`src/rtl/vga_sync.sv`:
```
// VGA raster timing generator: pixel divider, h/v counters, registered
// visible/sync/frame decodes and delayed sync copies for the RGB pipeline.
module vga_sync #(
   parameter int unsigned H_DISPLAY  = 640,
   parameter int unsigned H_FRONT    = 16,
   parameter int unsigned H_SYNC     = 96,
   parameter int unsigned H_BACK     = 48,
   parameter int unsigned V_DISPLAY  = 480,
   parameter int unsigned V_FRONT    = 10,
   parameter int unsigned V_SYNC     = 2,
   parameter int unsigned V_BACK     = 33,
   parameter int unsigned SYNC_POL   = 0,
   parameter int unsigned CLK_DIV    = 1,
   parameter int unsigned SYNC_DELAY = 1
) (
   input  logic       i_clk_d,
   input  logic       i_rst_n,
   output logic [9:0] o_pixel_x,
   output logic [9:0] o_pixel_y,
   output logic       o_video_on,
   output logic       o_hsync,
   output logic       o_vsync,
   output logic       o_hsync_d,
   output logic       o_vsync_d,
   output logic       o_frame_start
);

   localparam int unsigned H_TOTAL = H_DISPLAY + H_FRONT + H_SYNC + H_BACK;
   localparam int unsigned V_TOTAL = V_DISPLAY + V_FRONT + V_SYNC + V_BACK;

   localparam logic [9:0] H_MAX    = 10'(H_TOTAL - 1);
   localparam logic [9:0] V_MAX    = 10'(V_TOTAL - 1);
   localparam logic [9:0] H_VIS    = 10'(H_DISPLAY);
   localparam logic [9:0] V_VIS    = 10'(V_DISPLAY);
   localparam logic [9:0] HS_FIRST = 10'(H_DISPLAY + H_FRONT);
   localparam logic [9:0] HS_LAST  = 10'(H_DISPLAY + H_FRONT + H_SYNC - 1);
   localparam logic [9:0] VS_FIRST = 10'(V_DISPLAY + V_FRONT);
   localparam logic [9:0] VS_LAST  = 10'(V_DISPLAY + V_FRONT + V_SYNC - 1);
   localparam logic [3:0] DIV_MAX  = 4'(CLK_DIV - 1);
   localparam logic       ACT      = (SYNC_POL != 0);

   logic [3:0] r_div;
   logic [9:0] r_x;
   logic [9:0] r_y;
   logic       r_video;
   logic       r_hsync;
   logic       r_vsync;
   logic       r_frame;

   logic       w_tick;
   logic       w_h_wrap;
   logic [3:0] w_div_next;
   logic [9:0] w_x_next;
   logic [9:0] w_y_next;
   logic       w_video_next;
   logic       w_hsync_next;
   logic       w_vsync_next;
   logic       w_frame_next;

   // Next counter state and decodes of it, so registered flags line up with the counters
   always_comb begin
      w_tick       = (r_div == DIV_MAX);
      w_div_next   = w_tick ? 4'd0 : r_div + 4'd1;
      w_h_wrap     = w_tick && (r_x == H_MAX);
      w_x_next     = r_x;
      w_y_next     = r_y;
      if (w_tick) begin
         w_x_next = (r_x == H_MAX) ? 10'd0 : r_x + 10'd1;
      end
      if (w_h_wrap) begin
         w_y_next = (r_y == V_MAX) ? 10'd0 : r_y + 10'd1;
      end
      w_frame_next = w_h_wrap && (r_y == V_MAX);
      w_video_next = (w_x_next < H_VIS) && (w_y_next < V_VIS);
      w_hsync_next = ((w_x_next >= HS_FIRST) && (w_x_next <= HS_LAST)) ? ACT : ~ACT;
      w_vsync_next = ((w_y_next >= VS_FIRST) && (w_y_next <= VS_LAST)) ? ACT : ~ACT;
   end

   // Counter and flag registers
   always_ff @(posedge i_clk_d or negedge i_rst_n) begin
      if (!i_rst_n) begin
         r_div   <= 4'd0;
         r_x     <= 10'd0;
         r_y     <= 10'd0;
         r_video <= 1'b0;
         r_hsync <= ~ACT;
         r_vsync <= ~ACT;
         r_frame <= 1'b0;
      end else begin
         r_div   <= w_div_next;
         r_x     <= w_x_next;
         r_y     <= w_y_next;
         r_video <= w_video_next;
         r_hsync <= w_hsync_next;
         r_vsync <= w_vsync_next;
         r_frame <= w_frame_next;
      end
   end

   generate
      if (SYNC_DELAY == 0) begin : g_no_delay
         assign o_hsync_d = r_hsync;
         assign o_vsync_d = r_vsync;
      end else begin : g_delay
         logic [SYNC_DELAY-1:0] r_hs_dly;
         logic [SYNC_DELAY-1:0] r_vs_dly;

         // Sync delay line, advanced on every clock regardless of pixel tick
         always_ff @(posedge i_clk_d or negedge i_rst_n) begin
            if (!i_rst_n) begin
               r_hs_dly <= {SYNC_DELAY{~ACT}};
               r_vs_dly <= {SYNC_DELAY{~ACT}};
            end else begin
               r_hs_dly[0] <= r_hsync;
               r_vs_dly[0] <= r_vsync;
               for (int i = 1; i < int'(SYNC_DELAY); i++) begin
                  r_hs_dly[i] <= r_hs_dly[i-1];
                  r_vs_dly[i] <= r_vs_dly[i-1];
               end
            end
         end

         assign o_hsync_d = r_hs_dly[SYNC_DELAY-1];
         assign o_vsync_d = r_vs_dly[SYNC_DELAY-1];
      end
   endgenerate

   assign o_pixel_x     = r_x;
   assign o_pixel_y     = r_y;
   assign o_video_on    = r_video;
   assign o_hsync       = r_hsync;
   assign o_vsync       = r_vsync;
   assign o_frame_start = r_frame;

endmodule

```
`config.mk`:
```
export PLATFORM = sky130hd
export DESIGN_NAME = vga_sync
export DESIGN_NICKNAME = d
export VERILOG_FILES = /design/src/rtl/vga_sync.sv
export SDC_FILE = /design/constraint.sdc
export NUM_CORES = 1
export LEC_CHECK = 0
export CAP_MARGIN = 20
export CORE_MARGIN = 2
export CORE_UTILIZATION = 52
export DETAILED_ROUTE_END_ITERATION = 16
export PLACE_DENSITY = 0.75
export SLEW_MARGIN = 5
export SYNTH_ARGS = -nofsm -noshare
export SYNTH_HDL_FRONTEND = slang
export SYNTH_SLANG_ARGS = --single-unit
```
`constraint.sdc`:
```
create_clock -name i_clk_d -period 2.8 [get_ports i_clk_d]
set_clock_uncertainty 0.2 [all_clocks]
set_input_delay 0.28 -clock i_clk_d [delete_from_list [all_inputs] [get_ports i_clk_d]]
set_output_delay 0.28 -clock i_clk_d [all_outputs]
set_load 0.01 [all_outputs]
```
* Word-level counts from Yosys, hierarchy flattened *
Cells that the tools add are included.

storage, ports and cells
  output and inout bits = 26
  word-level logic and storage cells = 33
  bits of input ports = 2
  register bits = 30

cells by class
  equal/unequal tests = 2
  add/subtract/negate cells = 3
  reductions and logical operators = 6
  mux-type cells = 7
  order comparisons = 6

operator list
  cell                                                                                count
  10-bit two-way mux                                                                  4
  10-bit by 1-bit adder with 10-bit output (second input constant)                    2
  10-bit equality test (second input constant)                                        2
  10-bit >= comparator (second input constant)                                        1
  10-bit by 9-bit >= comparator with 1-bit output (second input constant)             1
  10-bit less-or-equal comparator (second input constant)                             1
  10-bit by 9-bit less-or-equal comparator with 1-bit output (second input constant)  1
  10-bit less-than comparator (second input constant)                                 1
  10-bit by 9-bit less-than comparator with 1-bit output (second input constant)      1
  1-bit logical AND                                                                   5
  4-bit by 1-bit adder with 4-bit output (second input constant)                      1
  4-bit zero test                                                                     1
  4-bit two-way mux                                                                   1
  1-bit two-way mux                                                                   2

* Logic depth before layout (Yosys ltp) *
Gate-level depths: netlist of run 1.

  depth in word-level cells = 6
  gate-level depth with buffers = 9

* Least setup slack after synthesis of run 1 *
Ideal clock, no wire load.

  kind = flip-flop to flip-flop
  from = register r_div[0]
  to = register r_vsync, in the netlist o_vsync
  period minus slack after synthesis = 2.417 ns
  buffers on the path = 1
  setup slack = 0.383 ns
  cell stages (with the launch flop) = 10
  library setup time = 0.085 ns
  required time = 2.515 ns
  arrival time = 2.132 ns
  cells stage by stage = dfrtp_1 inv_1 ha_1 or3b_4 buf_6 nor4_4 nand4_1 mux2_4 nor3b_2 nand3_1

on the way
  longest elaborated chain between the ends = 6

ends and longest elaborated chain
  item                                                                                                                                  line  source
  from (decl)                                                                                                                           42    logic [3:0] r_div;
  from (signal assigned)                                                                                                                90    r_div <= w_div_next;
  4-bit zero test *                                                                                                                     62    w_tick = (r_div == DIV_MAX);
  1-bit logical AND *                                                                                                                   64    w_h_wrap = w_tick && (r_x == H_MAX);
  10-bit two-way mux *                                                                                                                  70    if (w_h_wrap) begin
  net w_y_next[4]                                                                                                                       54    logic [9:0] w_y_next;
  10-bit by 9-bit >= comparator with 1-bit output / 10-bit by 9-bit less-or-equal comparator with 1-bit output (equally long branches)  76    w_vsync_next = ((w_y_next >= VS_FIRST) && (w_y_next <= VS_LAST)) ? ACT : ~ACT;
  1-bit logical AND *                                                                                                                   76
  1-bit two-way mux *                                                                                                                   76
  net w_vsync_next                                                                                                                      57    logic w_vsync_next;
  to (signal assigned)                                                                                                                  87    r_vsync <= ~ACT;
  to (signal assigned)                                                                                                                  95    r_vsync <= w_vsync_next;
  to (decl)                                                                                                                             47    logic r_vsync;

Mark *: on every way through the listed nets, which the timed path passes. The rest lies on a longest branch.

* Final worst setup path of run 1 *
  from = register r_div[0]
  to = register r_hsync, in the netlist o_hsync

on the way
  longest elaborated chain between the ends = 5

ends and longest elaborated chain
  item                                                                            line  source
  4-bit zero test *                                                               62
  10-bit two-way mux *                                                            67    if (w_tick) begin
  net w_x_next[8]                                                                 53    logic [9:0] w_x_next;
  10-bit >= comparator / 10-bit less-or-equal comparator (equally long branches)  75    w_hsync_next = ((w_x_next >= HS_FIRST) && (w_x_next <= HS_LAST)) ? ACT : ~ACT;
  1-bit logical AND *                                                             75
  1-bit two-way mux *                                                             75
  net w_hsync_next                                                                56    logic w_hsync_next;
  to (signal assigned)                                                            86    r_hsync <= ~ACT;
  to (signal assigned)                                                            94    r_hsync <= w_hsync_next;
  to (decl)                                                                       46    logic r_hsync;

Marks and branches as above.

==> results of run 1 <==
cell usage after synthesis, types with 2 or more instances:
library cell	instances	share of area (%)
a21oi_1	4	1.2
and3_1	3	1.2
and4_1	2	1.1
buf_2	3	0.94
buf_6	2	1.4
dfrtp_1	26	41
dfstp_2	4	6.6
ha_1	5	3.9
inv_1	5	1.2
nand2_1	15	3.5
nand3_1	11	3.4
nand4_1	9	3.5
nor2_1	11	2.6
nor3_1	5	1.6
nor4_4	2	2.7
o21ai_0	8	2.5
xnor2_1	8	4.4
xor2_1	6	3.3
state kept, by name (all words and copies together) (netlist names):
signal and count:
o_vsync 1, o_hsync_d 1, o_pixel_y 10, o_pixel_x 10, o_vsync_d 1, r_div 4
o_hsync 1, o_frame_start 1, o_video_on 1
metal layers:
layer  up-vias  track usage [%]  routed length (um)
met3         6             6.11                 137
li1        623                -                   -
met2        25             33.0                1620
met5         -                0                   0
met4         0             7.62                  47
met1       625             27.6                1430
power groups by stage:
| stage | combinational, uW | clock, uW | sequential, uW |
|---|---|---|---|
| 2_1_floorplan | 0.000282 | 0 | 442 |
| 3_3_place_gp | 10.9 | 0 | 442 |
| 3_5_place_dp | 11.0 | 0 | 442 |
| 4_1_cts | 10.8 | 343 | 433 |
| 5_1_grt | 12.0 | 362 | 433 |
| 6_report | 9.96 | 332 | 433 |
cells in the final DEF, fill, tap and decap left out, types with 2 or more instances in the layout:
| cell | n |
|---|---|
| inv_1 | 5 |
| xor2_1 | 6 |
| nand3_1 | 11 |
| dfstp_2 | 4 |
| ha_1 | 5 |
| nand2_1 | 15 |
| a21oi_1 | 4 |
| clkinv_2 | 2 |
| nor2_1 | 11 |
| and4_1 | 2 |
| nor4_4 | 2 |
| xnor2_1 | 8 |
| clkdlybuf4s50_1 | 27 |
| nor3_1 | 5 |
| dfrtp_1 | 26 |
| buf_4 | 4 |
| and3_1 | 3 |
| clkbuf_4 | 5 |
| o21ai_0 | 8 |
| nand4_1 | 9 |
through the flow:
| step | power [uW] | hold slack, ps | setup WS (ps) | cell area, um^2 |
|---|---|---|---|---|
| floorplan | 442 | -216 | 383 | 1600 |
| finish | 775 | 109 | 206 | 1980 |
| global route | 807 | 129 | 51.6 | 1980 |
| CTS | 787 | 111 | 204 | 1980 |
| global placement | 452 | 154 | 274 | 1900 |
| detailed placement | 452 | 158 | 230 | 1900 |
logic make-up after synthesis:
| kind of cell | count (synthesis) |
|---|---|
| xor gates and xnor gates | 14 |
| buffers and inverters | 11 |
| adders and majority gates | 5 |
| and+or+nand+nor | 74 |
| muxes | 1 |
| DFF | 30 |
| AOI/OAI and AO/OA | 20 |
how the worst min path moves through the flow:
stage                            from                       to  slack, ps  depth (start not counted)
floorplan                     i_rst_n  o_frame_start$_DFF_PN0_       -220                          0
global placement    o_vsync$_DFF_PN1_      o_vsync_d$_DFF_PN1_        150                          0
detailed placement  o_vsync$_DFF_PN1_      o_vsync_d$_DFF_PN1_        160                          0
CTS                           i_rst_n   o_pixel_y[3]$_DFF_PN0_        110                          2
global route                  i_rst_n   o_pixel_y[3]$_DFF_PN0_        130                          2
finish                        i_rst_n   o_pixel_y[3]$_DFF_PN0_        110                          2
area by class of cell:
cell class | instances | area share, %
Inverter | 5 | 0.947
Tap cell | 33 | 2.08
Clock buffer | 5 | 1.89
Multi-Input combinational cell | 114 | 39.8
Timing Repair Buffer | 31 | 15.2
Sequential cell | 30 | 38.1
Clock inverter | 3 | 2.02
==> metrics.yaml, run 1 <==
clocking:
  htreeDepth: 2
  clk_latency_ps: 330
  postCtsSetupBuffers: 0
  clockBufferDepth: 2
  cts_sinks: 30
  cts-resized-gates: 0
  cts_root_buf: "clkbuf_4"
  clkTransAtPathRegs_ps: 100
  cts-buffers-inserted: 5
  cts_tree: "done"
  hold_buffers: 0
layout:
  fill_cells: 243
  layoutNonFillerInstCount: 221
  area_growth_syn_to_layout_pct: 23.6
  regArea_um2: 756
  final_layout_size_suffix_gt1_share_pct: 14.9
  fin_util_pct: 66.0
  nNetsFinal: 194
  multi_input_area_um2: 788
  diodes: 0
power_and_ir_drop:
  pwr-share-clk_pct: 42.8
  p_sw_share_pct: 20.0
  p_int_uw: 620
  power_density_mw_per_mm2: 391
  comb_power_share_pct: 1.3
  p_switching_uw: 155
  leakage_uw: 0.000806
  seq_power_share_pct: 55.9
  peakVddDrop_mv: 0.222
synth:
  yosysWarnings: 0
  synth_top_family_by_area: "simple AND/OR/NAND/NOR gates"
  synth-main-ff-cell: "dfrtp_1"
  synth_sequential_area_ratio_pct: 47.1
  synth_mux_area_share_pct: 0.936
  synth_seq_cells: 30
  synthArstFlopShare_pct: 100
  synth.distinct_cells: 44
  synth_cells: 155
  synth_fp_nets: 162
  synth_fa_ha_area_share_pct: 3.90
  synthSimpleGateAreaFrac_pct: 28.5
  synth_compound_area_share_pct: 8.19
  synth-edff-count: 0
  yosys.area_share.xor_xnor_pct: 7.64
  synthesis.area_mm2: 0.00160
  post_synth.cell_area_avg_um2: 10.3
critical_path:
  critical-path-max-stage-delay_ps: 530
  path_cells: "inv_1 -> ha_1 -> or3b_4 -> nor2_1 -> nand4_1 -> nand3_1 -> o21ai_1 -> or4b_1"
  r2r_start: "r_div[0]$_DFF_PN0_"
  critical-path-top-delay-family: "simple AND/OR/NAND/NOR gates"
  rr_endpoint: "o_hsync$_DFF_PN1_"
  worst-path-buf-inv: 1
  required_ps: 2840
  start_kind: "flop"
  endpoint: "o_hsync$_DFF_PN1_"
  endpoint_kind: "flop"
  rrSetupSlack_ps: 210
  reg2reg_depth: 8
  startpoint: "r_div[0]$_DFF_PN0_"
  crit_arrival_ps: 2640
  crit_cells: 8
  crit_slowest_cell: "or4b_1"
  worst-setup-path-type: "reg -> reg"
  cp_max_fo: 12
sta:
  final-hold-violation-count: 0
  grt_setup_unrepaired: "no"
  final_max_slew_viol_count: 0
  period_share_pct: 92.6
  fin_crit_ps: 2590
  tightest_slew_ps: 405
  finalSetupViolations: 0
  fmax_ghz: 0.386
  fin_tns_setup_ps: 0
  max-slew-margin-rel_pct: 72.8
drt:
  drt-total-wl_um: 3240
  vias_per_cell: 5.79
  first_pass_iters: 4
  post_drt_wl_per_cell_um: 14.6
  antenna_left: 0
  vias: 1279
  drc: 0
  drt_iter0_markers: 43
min_path:
  hold_class: "in -> async"
floorplan:
  coreArea_mm2: 0.00300
  dieHeight_um: 59.5
  ios: 28
  dieArea_mm2: 0.00355
  start_util_pct: 53.4
  std_cell_rows: 20
  die_w_um: 59.5
global_routing:
  grt_max_degree: 31
  grt_use_total_pct: 21.0
  grt_pass1_vias: 1154
  grt_pass1_wl_um: 5490
  grt_overflow: 0
  antenna_found_initial: 0
placed_design:
  gp_congestion: 0.778
  dp.cells: 213
  place_hpwl_um: 2430
  placement.io_buffers: 27
outcome:
  outcome: "finished clean"
job:
  drv_cap: 0
No activity file was read; power rests on OpenSTA's default activity.
==> inputs of run 2 (changes only) <==
- CORE_MARGIN: 2 -> unset
- clock period: 2.8 -> 2.4 ns (I/O delays scaled with it)
==> metrics.yaml, run 2 (synthesized netlist as in run 1, its figures left out) <==
layout:
  nNetsFinal: 212
  final_layout_size_suffix_gt1_share_pct: 25.2
  fin_util_pct: 76.7
  layoutNonFillerInstCount: 237
  layout_commonest_cell: "clkdlybuf4s50_1"
  diodes: 0
  final_cell_mix: "clkdlybuf4s50_1 (27), dfrtp_1 (26), buf_4 (21)"
  area_growth_syn_to_layout_pct: 35.3
sta:
  final-hold-violation-count: 0
  fin_tns_setup_ps: -11.6
  grt_setup_unrepaired: "yes"
  final_max_slew_viol_count: 0
  tightest_slew_ps: 372
  period_share_pct: 100
  max-slew-margin-rel_pct: 75.2
  finalSetupViolations: 1
  fmax_ghz: 0.415
  fin_crit_ps: 2410
  layout_setup_ws_ps: -11.6
global_routing:
  grt_max_degree: 31
  grt_pass1_vias: 1357
  antenna_found_initial: 0
  grt_pass1_wl_um: 6250
  grt_overflow: 0
  grt_use_total_pct: 25.4
floorplan:
  dieHeight_um: 57.5
  dieArea_mm2: 0.00331
  die_w_um: 57.5
  coreArea_mm2: 0.00283
  start_util_pct: 56.7
  ios: 28
  std_cell_rows: 19
drt:
  drt-total-wl_um: 3710
  drt_iter0_markers: 80
  antenna_left: 0
  vias_per_cell: 5.95
  drc: 1
  post_drt_wl_per_cell_um: 15.6
  vias: 1410
  first_pass_iters: 13
clocking:
  clockBufferDepth: 2
  clkTransAtPathRegs_ps: 100
  clk_latency_ps: 340
  cts-buffers-inserted: 5
  cts_tree: "done"
  cts_sinks: 30
  cts_root_buf: "clkbuf_4"
  htreeDepth: 2
min_path:
  hold_class: "in -> async"
power_and_ir_drop:
  peakVddDrop_mv: 0.296
  leakage_uw: 0.000902
  power_density_mw_per_mm2: 411
critical_path:
  start_kind: "flop"
  endpoint_kind: "flop"
  worst-setup-path-type: "reg -> reg"
  cp_max_fo: 5
  required_ps: 2450
  crit_arrival_ps: 2460
placed_design:
  place_hpwl_um: 2530
  placement.io_buffers: 27
  dp.cells: 226
  gp_congestion: 0.891
outcome:
  outcome: "finished, violations left"
  violations: "DRC, setup timing"
job:
  drv_cap: 0
run 2: metrics by stage:
| step | cell area, um^2 | power (uW) | hold WS [ps] | setup slack [ps] |
|---|---|---|---|---|
| 2_1_floorplan | 1610 | 515 | -256 | 16.3 |
| 3_3_place_gp | 2020 | 527 | 157 | 13.5 |
| 3_5_place_dp | 2020 | 528 | 156 | -64.2 |
| 4_1_cts | 2160 | 901 | 90.3 | 0.110 |
| 5_1_grt | 2170 | 923 | 97.7 | -101 |
| 6_report | 2170 | 893 | 73.2 | -11.6 |
run 2: what timing repair did:
action / 4_1_cts / 5_1_grt
hold buffers: 0 / 0
setup endpoints to repair: 3 / 3
cloned: 1 / 0
endpoints found under the hold margin: 0 / 0
pin swaps: 8 / 1
buffers inserted: 1 / 1
gates resized for setup: 8 / 2
run 2: final timing paths:
kind	startpoint	end	slack (ps)	cells after the start
setup / recovery	r_div[1]$_DFF_PN0_	o_hsync$_DFF_PN1_	-10	8
hold / removal	i_rst_n	o_pixel_y[0]$_DFF_PN0_	70	2
setup reg to reg	r_div[1]$_DFF_PN0_	o_hsync$_DFF_PN1_	-10	8
hold reg to reg	o_hsync$_DFF_PN1_	o_hsync_d$_DFF_PN1_	170	0
max in group asynchronous	i_rst_n	o_hsync$_DFF_PN1_	1610	2
min in group i_clk_d	o_hsync$_DFF_PN1_	o_hsync_d$_DFF_PN1_	170	0
run 2: worst max-delay path, stage by stage (launching register included):
cell	delay, ps
dfrtp_1	380
inv_1	60
ha_2	180
or3b_4	440
nor3_4	160
nand2_2	90
o32ai_2	210
a21oi_1	80
or4b_1	530
run 2: metal layers:
layer / share of wire [%] / vias up / GRT usage [%]
met5: 0 / - / 0
met4: 1.3 / 0 / 10.8
met3: 6.0 / 6 / 7.71
met2: 49 / 44 / 38.2
met1: 44 / 693 / 34.2
li1: - / 667 / -
run 2: final cells by class:
class / instances / area (um^2)
Multi-Input combinational cell: 115 / 851
Sequential cell: 30 / 756
Fill cell: 198 / 658
Timing Repair Buffer: 48 / 428
Clock buffer: 8 / 78.8
Tap cell: 31 / 38.8
Inverter: 5 / 18.8
run 2: power by group:
| group | total (uW) | switching (uW) | internal, uW |
|---|---|---|---|
| clock | 375 | 176 | 200 |
| sequential | 505 | 0 | 505 |
| combinational | 11.9 | 9.36 | 2.49 |
==> inputs of run 3 (changes only) <==
- TNS_END_PERCENT: unset -> 20
==> metrics.yaml, run 3 (synthesized netlist as in run 1, its figures left out) <==
outcome:
  outcome: "finished, violations left"
  violations: "DRC, setup timing"
clocking:
  clk_latency_ps: 310
  cts_tree: "done"
  clockBufferDepth: 2
  cts_root_buf: "clkbuf_4"
  hold_buffers: 0
  htreeDepth: 2
  clkTransAtPathRegs_ps: 100
  cts_sinks: 30
  cts-buffers-inserted: 5
floorplan:
  start_util_pct: 56.7
  dieHeight_um: 57.5
  dieArea_mm2: 0.00331
  std_cell_rows: 19
  ios: 28
  die_w_um: 57.5
  coreArea_mm2: 0.00283
critical_path:
  start_kind: "flop"
  crit_arrival_ps: 2470
  worst-setup-path-type: "reg -> reg"
  required_ps: 2420
  reg2reg_depth: 7
  endpoint_kind: "flop"
  cp_max_fo: 5
power_and_ir_drop:
  power_density_mw_per_mm2: 407
  leakage_uw: 0.000890
  peakVddDrop_mv: 0.447
  fin_total_pwr_uw: 882
drt:
  drt_iter0_markers: 48
  vias: 1375
  first_pass_iters: 12
  vias_per_cell: 5.85
  post_drt_wl_per_cell_um: 15.7
  antenna_left: 0
  drt-total-wl_um: 3690
  drc: 1
sta:
  whs_ps: 97.3
  tightest_slew_ps: 491
  fmax_ghz: 0.408
  period_share_pct: 102
  fin_crit_ps: 2450
  layout_setup_ws_ps: -50.7
  finalSetupViolations: 2
  final_max_slew_viol_count: 0
  grt_setup_unrepaired: "yes"
  max-slew-margin-rel_pct: 66.9
  final-hold-violation-count: 0
layout:
  multi_input_area_um2: 862
  final_cell_mix: "clkdlybuf4s50_1 (27), dfrtp_1 (26), buf_4 (19)"
  layout_commonest_cell: "clkdlybuf4s50_1"
  nNetsFinal: 210
  final_layout_size_suffix_gt1_share_pct: 25.0
  area_growth_syn_to_layout_pct: 35.1
  fill_cells: 203
  regArea_um2: 756
  diodes: 0
global_routing:
  grt_pass1_vias: 1281
  grt_use_total_pct: 24.5
  grt_overflow: 0
  grt_max_degree: 31
  antenna_found_initial: 0
  grt_pass1_wl_um: 6010
job:
  drv_cap: 0
placed_design:
  placement.io_buffers: 27
  place_hpwl_um: 2490
  gp_congestion: 0.881
min_path:
  hold_class: "in -> async"
run 3: timing repair:
action	CTS	global route
setup endpoints to repair	4	3
pin swaps	2	7
setup buffers	1	0
cloned	1	0
gates resized for setup	4	9
run 3: power by group:
part	total [uW]	switching (uW)	internal, uW
combinational	11.8	9.32	2.48
clock	365	165	200
sequential	505	0	505
run 3: path summary, 6_finish.rpt:
path | startpoint | endpoint | slack (ps)
worst max-delay path | r_div[0]$_DFF_PN0_ | o_video_on$_DFF_PN0_ | -50
worst min-delay path | i_rst_n | o_pixel_x[8]$_DFF_PN0_ | 100
worst max register to register | r_div[0]$_DFF_PN0_ | o_video_on$_DFF_PN0_ | -50
worst min register to register | o_vsync$_DFF_PN1_ | o_vsync_d$_DFF_PN1_ | 170
max in group asynchronous | i_rst_n | o_hsync_d$_DFF_PN1_ | 1590
min in group i_clk_d | o_vsync$_DFF_PN1_ | o_vsync_d$_DFF_PN1_ | 170
run 3: per-layer routing:
metal  share of wire (%)  track usage (%)  vias to the layer above
li1                    -                -                      660
met5                   0                0                        -
met3                 4.7             6.58                        2
met1                  44             32.8                      674
met2                  50             37.9                       39
met4                0.46             9.76                        0
run 3: worst max-delay path: stages (launching register included):
cell and delay, ps:
dfrtp_1 400, inv_1 80, ha_2 180, or3b_4 430, nor4_1 480, xor2_1 170, o21ba_2 240, nor3_1 180
run 3: layout make-up:
class,instances,area share (%)
flip-flops and latches,30,34.9
multi-input cells,115,39.8
clock buffers,8,3.64
inverters,5,0.866
repair buffers,46,19.1
well taps,31,1.79
run 3: per-stage QoR:
step | instances | utilization, % | cell area [um^2] | setup TNS (ps) | worst slack [ps]
finish | 235 | 76.6 | 2170 | -94.1 | -50.7
global route | 235 | 76.6 | 2170 | -349 | -161
CTS | 235 | 75.1 | 2120 | -0.332 | -0.332
detailed placement | 225 | 70.9 | 2010 | -207 | -102
global placement | 225 | 70.9 | 2010 | 0 | 22.8
floorplan | 155 | - | 1600 | -5.13 | -5.13
